[config.mk]
export PLATFORM = sky130hd
export DESIGN_NAME = srl_ra_ctrl
export DESIGN_NICKNAME = d
export VERILOG_FILES = /design/src/rtl/srl_ra_ctrl_pkg.sv /design/src/rtl/srl_ra_ctrl.sv
export SDC_FILE = /design/constraint.sdc
export NUM_CORES = 1
export LEC_CHECK = 0
export CORE_MARGIN = 4
export CORE_UTILIZATION = 25
export DETAILED_ROUTE_END_ITERATION = 7
export PLACE_DENSITY = 0.74
export SLEW_MARGIN = 40
export SYNTH_ARGS = -nofsm -noshare
export SYNTH_HDL_FRONTEND = slang
export SYNTH_SLANG_ARGS = --single-unit
export TNS_END_PERCENT = 20
[constraint.sdc]
create_clock -name clk -period 5.1 [get_ports clk]
set_clock_uncertainty 0.1 [all_clocks]
set_input_delay 1.02 -clock clk [delete_from_list [all_inputs] [get_ports clk]]
set_output_delay 1.02 -clock clk [all_outputs]
set_load 0.05 [all_outputs]
[src/rtl/srl_ra_ctrl_pkg.sv]
// srl_ra_ctrl_pkg
//   Shared types and constants for the SRL random-access table controller.
//   - state_e : controller states (IDLE / LOAD / PLAY)
//   - WRAP_W  : width of the playback wrap counter
package srl_ra_ctrl_pkg;

  typedef enum logic [1:0] {
    IDLE = 2'd0,
    LOAD = 2'd1,
    PLAY = 2'd2
  } state_e;

  localparam int WRAP_W = 16;

endpackage

[src/rtl/srl_ra_ctrl.sv]
// srl_ra_ctrl
//   Controller for an externally instantiated SRL table. LOAD shifts DEEP
//   words into the table; PLAY reads indices 0..cfg_last cyclically through
//   the SRL's registered output and presents them on a ready/valid stream.
//
// Ports
//   clk, rst_n          : clock, asynchronous active-low reset
//   load_start          : pulse, begin a table load (IDLE only)
//   play_start          : pulse, begin playback (IDLE and table loaded)
//   stop                : pulse, abort LOAD or PLAY
//   cfg_last            : last playback index, sampled on play_start
//   ld_valid/ld_data/ld_ready : load stream
//   srl_we/srl_data/srl_addr/srl_ce/srl_rstq/srl_dataq : SRL table side
//   out_valid/out_data/out_ready : playback stream
//   loaded, busy, wrap_cnt : status
//
// Build option
//   SRL_RA_CTRL_WRAPCNT_EN : when defined, wrap_cnt counts playback wraps
//   (saturating); otherwise wrap_cnt is tied to zero.
import srl_ra_ctrl_pkg::*;

module srl_ra_ctrl #(
  parameter int WIDTH     = 32,
  parameter int DEEP      = 32,
  parameter int DEEP_BITS = 5
) (
  input  logic                 clk,
  input  logic                 rst_n,
  input  logic                 load_start,
  input  logic                 play_start,
  input  logic                 stop,
  input  logic [DEEP_BITS-1:0] cfg_last,
  input  logic                 ld_valid,
  input  logic [WIDTH-1:0]     ld_data,
  output logic                 ld_ready,
  output logic                 srl_we,
  output logic [WIDTH-1:0]     srl_data,
  output logic [DEEP_BITS-1:0] srl_addr,
  output logic                 srl_ce,
  output logic                 srl_rstq,
  input  logic [WIDTH-1:0]     srl_dataq,
  output logic                 out_valid,
  output logic [WIDTH-1:0]     out_data,
  input  logic                 out_ready,
  output logic                 loaded,
  output logic                 busy,
  output logic [WRAP_W-1:0]    wrap_cnt
);

  localparam int                   CNT_W    = $clog2(DEEP + 1);
  localparam logic [DEEP_BITS-1:0] ADDR_TOP = DEEP_BITS'(DEEP - 1);
  localparam logic [CNT_W-1:0]     CNT_LAST = CNT_W'(DEEP - 1);

  state_e               state_q, state_d;
  logic [CNT_W-1:0]     ld_cnt_q, ld_cnt_d;
  logic                 loaded_q, loaded_d;
  logic [DEEP_BITS-1:0] k_q, k_d;
  logic [DEEP_BITS-1:0] last_q, last_d;
  logic                 out_valid_q, out_valid_d;
  logic                 srl_rstq_q, srl_rstq_d;
  logic                 in_load_s, in_play_s;
  logic [DEEP_BITS-1:0] cfg_clamped_s;

  assign in_load_s = (state_q == LOAD);
  assign in_play_s = (state_q == PLAY);

  // Out-of-range last index plays the whole table.
  assign cfg_clamped_s = (32'(cfg_last) >= 32'(DEEP)) ? ADDR_TOP : cfg_last;

  assign ld_ready  = in_load_s;
  assign srl_we    = in_load_s & ld_valid;
  assign srl_data  = ld_data;
  // The SRL output register is the single holding stage: fetch a new word
  // whenever it is empty or its current word is being consumed.
  assign srl_ce    = in_play_s & (~out_valid_q | out_ready);
  // The first loaded word has been shifted furthest, to position DEEP-1.
  assign srl_addr  = ADDR_TOP - k_q;
  assign srl_rstq  = srl_rstq_q;
  assign out_valid = out_valid_q;
  assign out_data  = srl_dataq;
  assign loaded    = loaded_q;
  assign busy      = (state_q != IDLE);

  // Next-state and next-counter computation for the controller FSM.
  always_comb begin
    state_d     = state_q;
    ld_cnt_d    = ld_cnt_q;
    loaded_d    = loaded_q;
    k_d         = k_q;
    last_d      = last_q;
    out_valid_d = out_valid_q;
    srl_rstq_d  = 1'b0;
    case (state_q)
      IDLE: begin
        if (load_start) begin
          state_d  = LOAD;
          loaded_d = 1'b0;
          ld_cnt_d = {CNT_W{1'b0}};
        end else if (play_start && loaded_q) begin
          state_d     = PLAY;
          k_d         = {DEEP_BITS{1'b0}};
          last_d      = cfg_clamped_s;
          out_valid_d = 1'b0;
        end else begin
          state_d = IDLE;
        end
      end
      LOAD: begin
        if (stop) begin
          state_d    = IDLE;
          srl_rstq_d = 1'b1;
          ld_cnt_d   = {CNT_W{1'b0}};
        end else if (ld_valid) begin
          if (ld_cnt_q == CNT_LAST) begin
            state_d  = IDLE;
            loaded_d = 1'b1;
            ld_cnt_d = {CNT_W{1'b0}};
          end else begin
            ld_cnt_d = ld_cnt_q + CNT_W'(1);
          end
        end else begin
          ld_cnt_d = ld_cnt_q;
        end
      end
      PLAY: begin
        if (stop) begin
          state_d     = IDLE;
          srl_rstq_d  = 1'b1;
          out_valid_d = 1'b0;
          k_d         = {DEEP_BITS{1'b0}};
        end else if (srl_ce) begin
          out_valid_d = 1'b1;
          k_d = (k_q == last_q) ? {DEEP_BITS{1'b0}} : (k_q + DEEP_BITS'(1));
        end else begin
          out_valid_d = out_valid_q;
        end
      end
      default: begin
        state_d = IDLE;
      end
    endcase
  end

  // Controller state registers.
  always_ff @(posedge clk or negedge rst_n) begin
    if (!rst_n) begin
      state_q     <= IDLE;
      ld_cnt_q    <= {CNT_W{1'b0}};
      loaded_q    <= 1'b0;
      k_q         <= {DEEP_BITS{1'b0}};
      last_q      <= {DEEP_BITS{1'b0}};
      out_valid_q <= 1'b0;
      srl_rstq_q  <= 1'b0;
    end else begin
      state_q     <= state_d;
      ld_cnt_q    <= ld_cnt_d;
      loaded_q    <= loaded_d;
      k_q         <= k_d;
      last_q      <= last_d;
      out_valid_q <= out_valid_d;
      srl_rstq_q  <= srl_rstq_d;
    end
  end

`ifdef SRL_RA_CTRL_WRAPCNT_EN
  logic [WRAP_W-1:0] wrap_q, wrap_d;

  // Count fetches of the last index (k wrapping back to 0), saturating.
  always_comb begin
    wrap_d = wrap_q;
    if ((state_q == IDLE) && !load_start && play_start && loaded_q) begin
      wrap_d = {WRAP_W{1'b0}};
    end else if (in_play_s && !stop && srl_ce && (k_q == last_q) &&
                 (wrap_q != {WRAP_W{1'b1}})) begin
      wrap_d = wrap_q + WRAP_W'(1);
    end else begin
      wrap_d = wrap_q;
    end
  end

  // Wrap counter register.
  always_ff @(posedge clk or negedge rst_n) begin
    if (!rst_n) begin
      wrap_q <= {WRAP_W{1'b0}};
    end else begin
      wrap_q <= wrap_d;
    end
  end

  assign wrap_cnt = wrap_q;
`else
  assign wrap_cnt = {WRAP_W{1'b0}};
`endif

endmodule

==> out/qor.txt <==
Status - completed
WP data required - 3.98 ns
Final Non-Filler Cells - 264
Worst reg2reg endpoint - k_q[0]
Worst skew pair latency - 0.26 ns
Final period utilization - 74.1%
Row count - 30
Final wirelength - 3.10 mm
Reg2Reg Setup Slack - 3.00 ns
Critical R2R Launch - state_q[0]
RSZ-0062 raised after global routing - false
Drt drc - 0
CP endpoint - srl_ce
Synth area leader - buf_4
Core footprint - 0.00694 mm²
Cell-internal power - 255 µW
Worst-margin pin slew - 0.514 ns
Routed len/inst - 11.7 µm
Sw frac - 33.7%
Avg Inst Size Synth - 8.72 µm²
Worst hold path type - register to register
Post-synthesis register bit count - 21
Ratio of cells with drive above 1 in the final layout - 7.14%
Crit path kind - input pin to primary output
Fmax achieved - 265 MHz
Die footprint - 0.00872 mm²
Reg power frac - 45.3%
Crit path DAT - 2.66 ns
Hold_buf cts - 0
DRT iter0 DRCs - 28
Yosys warns - 0
Post-place instance area - 0.00160 mm²
TritonCTS Sinks - 21
Vias post-DR - 1072
Area share of the largest cell type after synthesis - 33.0%
PortBufs - 23
Longest Clk Path Bufs - 2
Combinational Power Share - 26.2%
Pins Over Slew Limit - 0
Pin count of the biggest net entering global routing - 22
FF-to-FF path depth - 6
Startpoint types - input pin
Die Height - 93.4 µm
Gr usage total - 6.79%
Antenna diodes - 0
Area Overhead vs Synth - -9.89%
Util after Layout - 23.6%
Post-route cell area - 0.00164 mm²
First-pass DRT Iterations - 4
I/O pins - 168
Leak - 0.766 nW
Min Hold Slack - 0.411 ns
Final net count - 250
Resize count post-CTS - 0
Minimum clock period - 3.78 ns
Final GP Congestion - 0.793
Initial Util - 26.2%
Finish-stage setup viols - 0
Power density over the cells - 234 mW/mm²
HPWL Detailed - 2.45 mm
Async set or reset register ratio after synthesis - 100%
Final hold vios - 0
CTS tree - yes
Grt ovf - 0
Placed cell count - 260
Commonest cells after routing, fill and taps aside - clkdlybuf4s50_1 (22), dfrtp_1 (21), nand2_1 (20)
VDD IR-drop max - 0.140 mV
Post-CTS repair timing setup buffer count - 0
Synth Instances - 209
Crit. End Element - primary output
Routed vias/inst - 4.06
Antenna violations before repair - 0
Top_reg_cell synth - dfrtp_1
Setup TNS - 0 ns
Slew margin rel. - 65.6%
NetSw - 130 µW
Total CTS buffers - 3
Die X - 93.4 µm
Max-cap violations - 0
Critical path origin - out_ready
Synth area leaders - buf_4 (33%), dfrtp_1 (29%), nand2_1 (4.1%)
Register area share after synthesis - 28.8%
Synth Cell Area - 0.00182 mm²
# H-tree levels - 1
Most common cell after layout, fill and taps aside - clkdlybuf4s50_1
Post-synth EDFFs - 0
Reg clk slew, reported paths - 0.08 ns
Synth unique cells - 36
First-pass GRT wire length - 4.75 mm
CP max FO - 3
Vias in the first global route - 982
Clock root buffer - clkbuf_8
Clock power frac - 28.5%
Detail Route Antenna Nets - 0
worst min path at each step:
stage | start | endpoint | slack, ns | cells after the start
2_1_floorplan | last_q[0] | last_q[0] | 0.37 | 2
3_3_place_gp | ld_cnt_q[1] | ld_cnt_q[1] | 0.38 | 2
3_5_place_dp | last_q[0] | last_q[0] | 0.40 | 2
4_1_cts | last_q[0] | last_q[0] | 0.42 | 2
5_1_grt | last_q[0] | last_q[0] | 0.43 | 2
6_report | last_q[0] | last_q[0] | 0.41 | 2
power groups by stage:
stage,logic [mW],clock network (mW),registers [mW]
2_1_floorplan,0.215,0,0.180
3_3_place_gp,0.0998,0,0.177
3_5_place_dp,0.100,0,0.178
4_1_cts,0.101,0.113,0.174
5_1_grt,0.109,0.121,0.175
6_report,0.101,0.109,0.174
state kept, by name, summed over array words and instances, names as in the netlist:
signal,flops
loaded,1
out_valid,1
last_q,5
srl_rstq,1
k_q,5
ld_cnt_q,6
state_q,2
cell usage after synthesis (3+ instances only):
library cell,n
a22o_1,5
o21ai_0,6
ha_1,5
xor2_1,5
inv_1,11
o31ai_1,3
buf_4,80
nand2b_1,5
nand3_1,3
nor2_1,8
and3_1,3
nand2_1,20
dfrtp_1,21
and2_1,4
a21oi_1,4
per-layer routing:
metal / share of wire, % / global-route usage [%]
met5: 0 / 0
met4: 1.9 / 3.05
met3: 13 / 3.62
met2: 39 / 8.93
met1: 45 / 8.99
cell families (layout without fill, tap and decap cells):
group	Yosys count	count (layout)	synth area share (%)
AO/OA/AOI/OAI	27	27	11.5
AND/OR/NAND/NOR	53	53	15.1
adder cells (fa/ha/maj)	5	5	3.43
flip-flops	21	21	28.8
other	1	16	0.206
XOR/XNOR	5	5	2.40
buffers and inverters	94	38	36.7
multiplexers	3	3	1.72
cell type report:
class / count / area, µm²
clock buffer: 3 / 41.3
multi-input combinational: 109 / 683
sequential: 21 / 526
clock inverter: 1 / 5.00
inverter: 11 / 41.3
fill: 755 / 5300
timing repair buffer: 23 / 225
tap: 96 / 120
metrics by stage:
stage	setup WS (ns)	power (mW)
floorplan	2.31	0.395
global placement	1.30	0.277
detailed placement	1.30	0.278
CTS	1.30	0.388
global route	1.28	0.405
finish	1.32	0.385
worst max-delay path: stages:
cell and delay, ns:
clkdlybuf4s50_1 0.41, or2b_2 0.34, and2_1 0.19, clkdlybuf4s50_1 0.70
(Power assumes the default switching activity.)
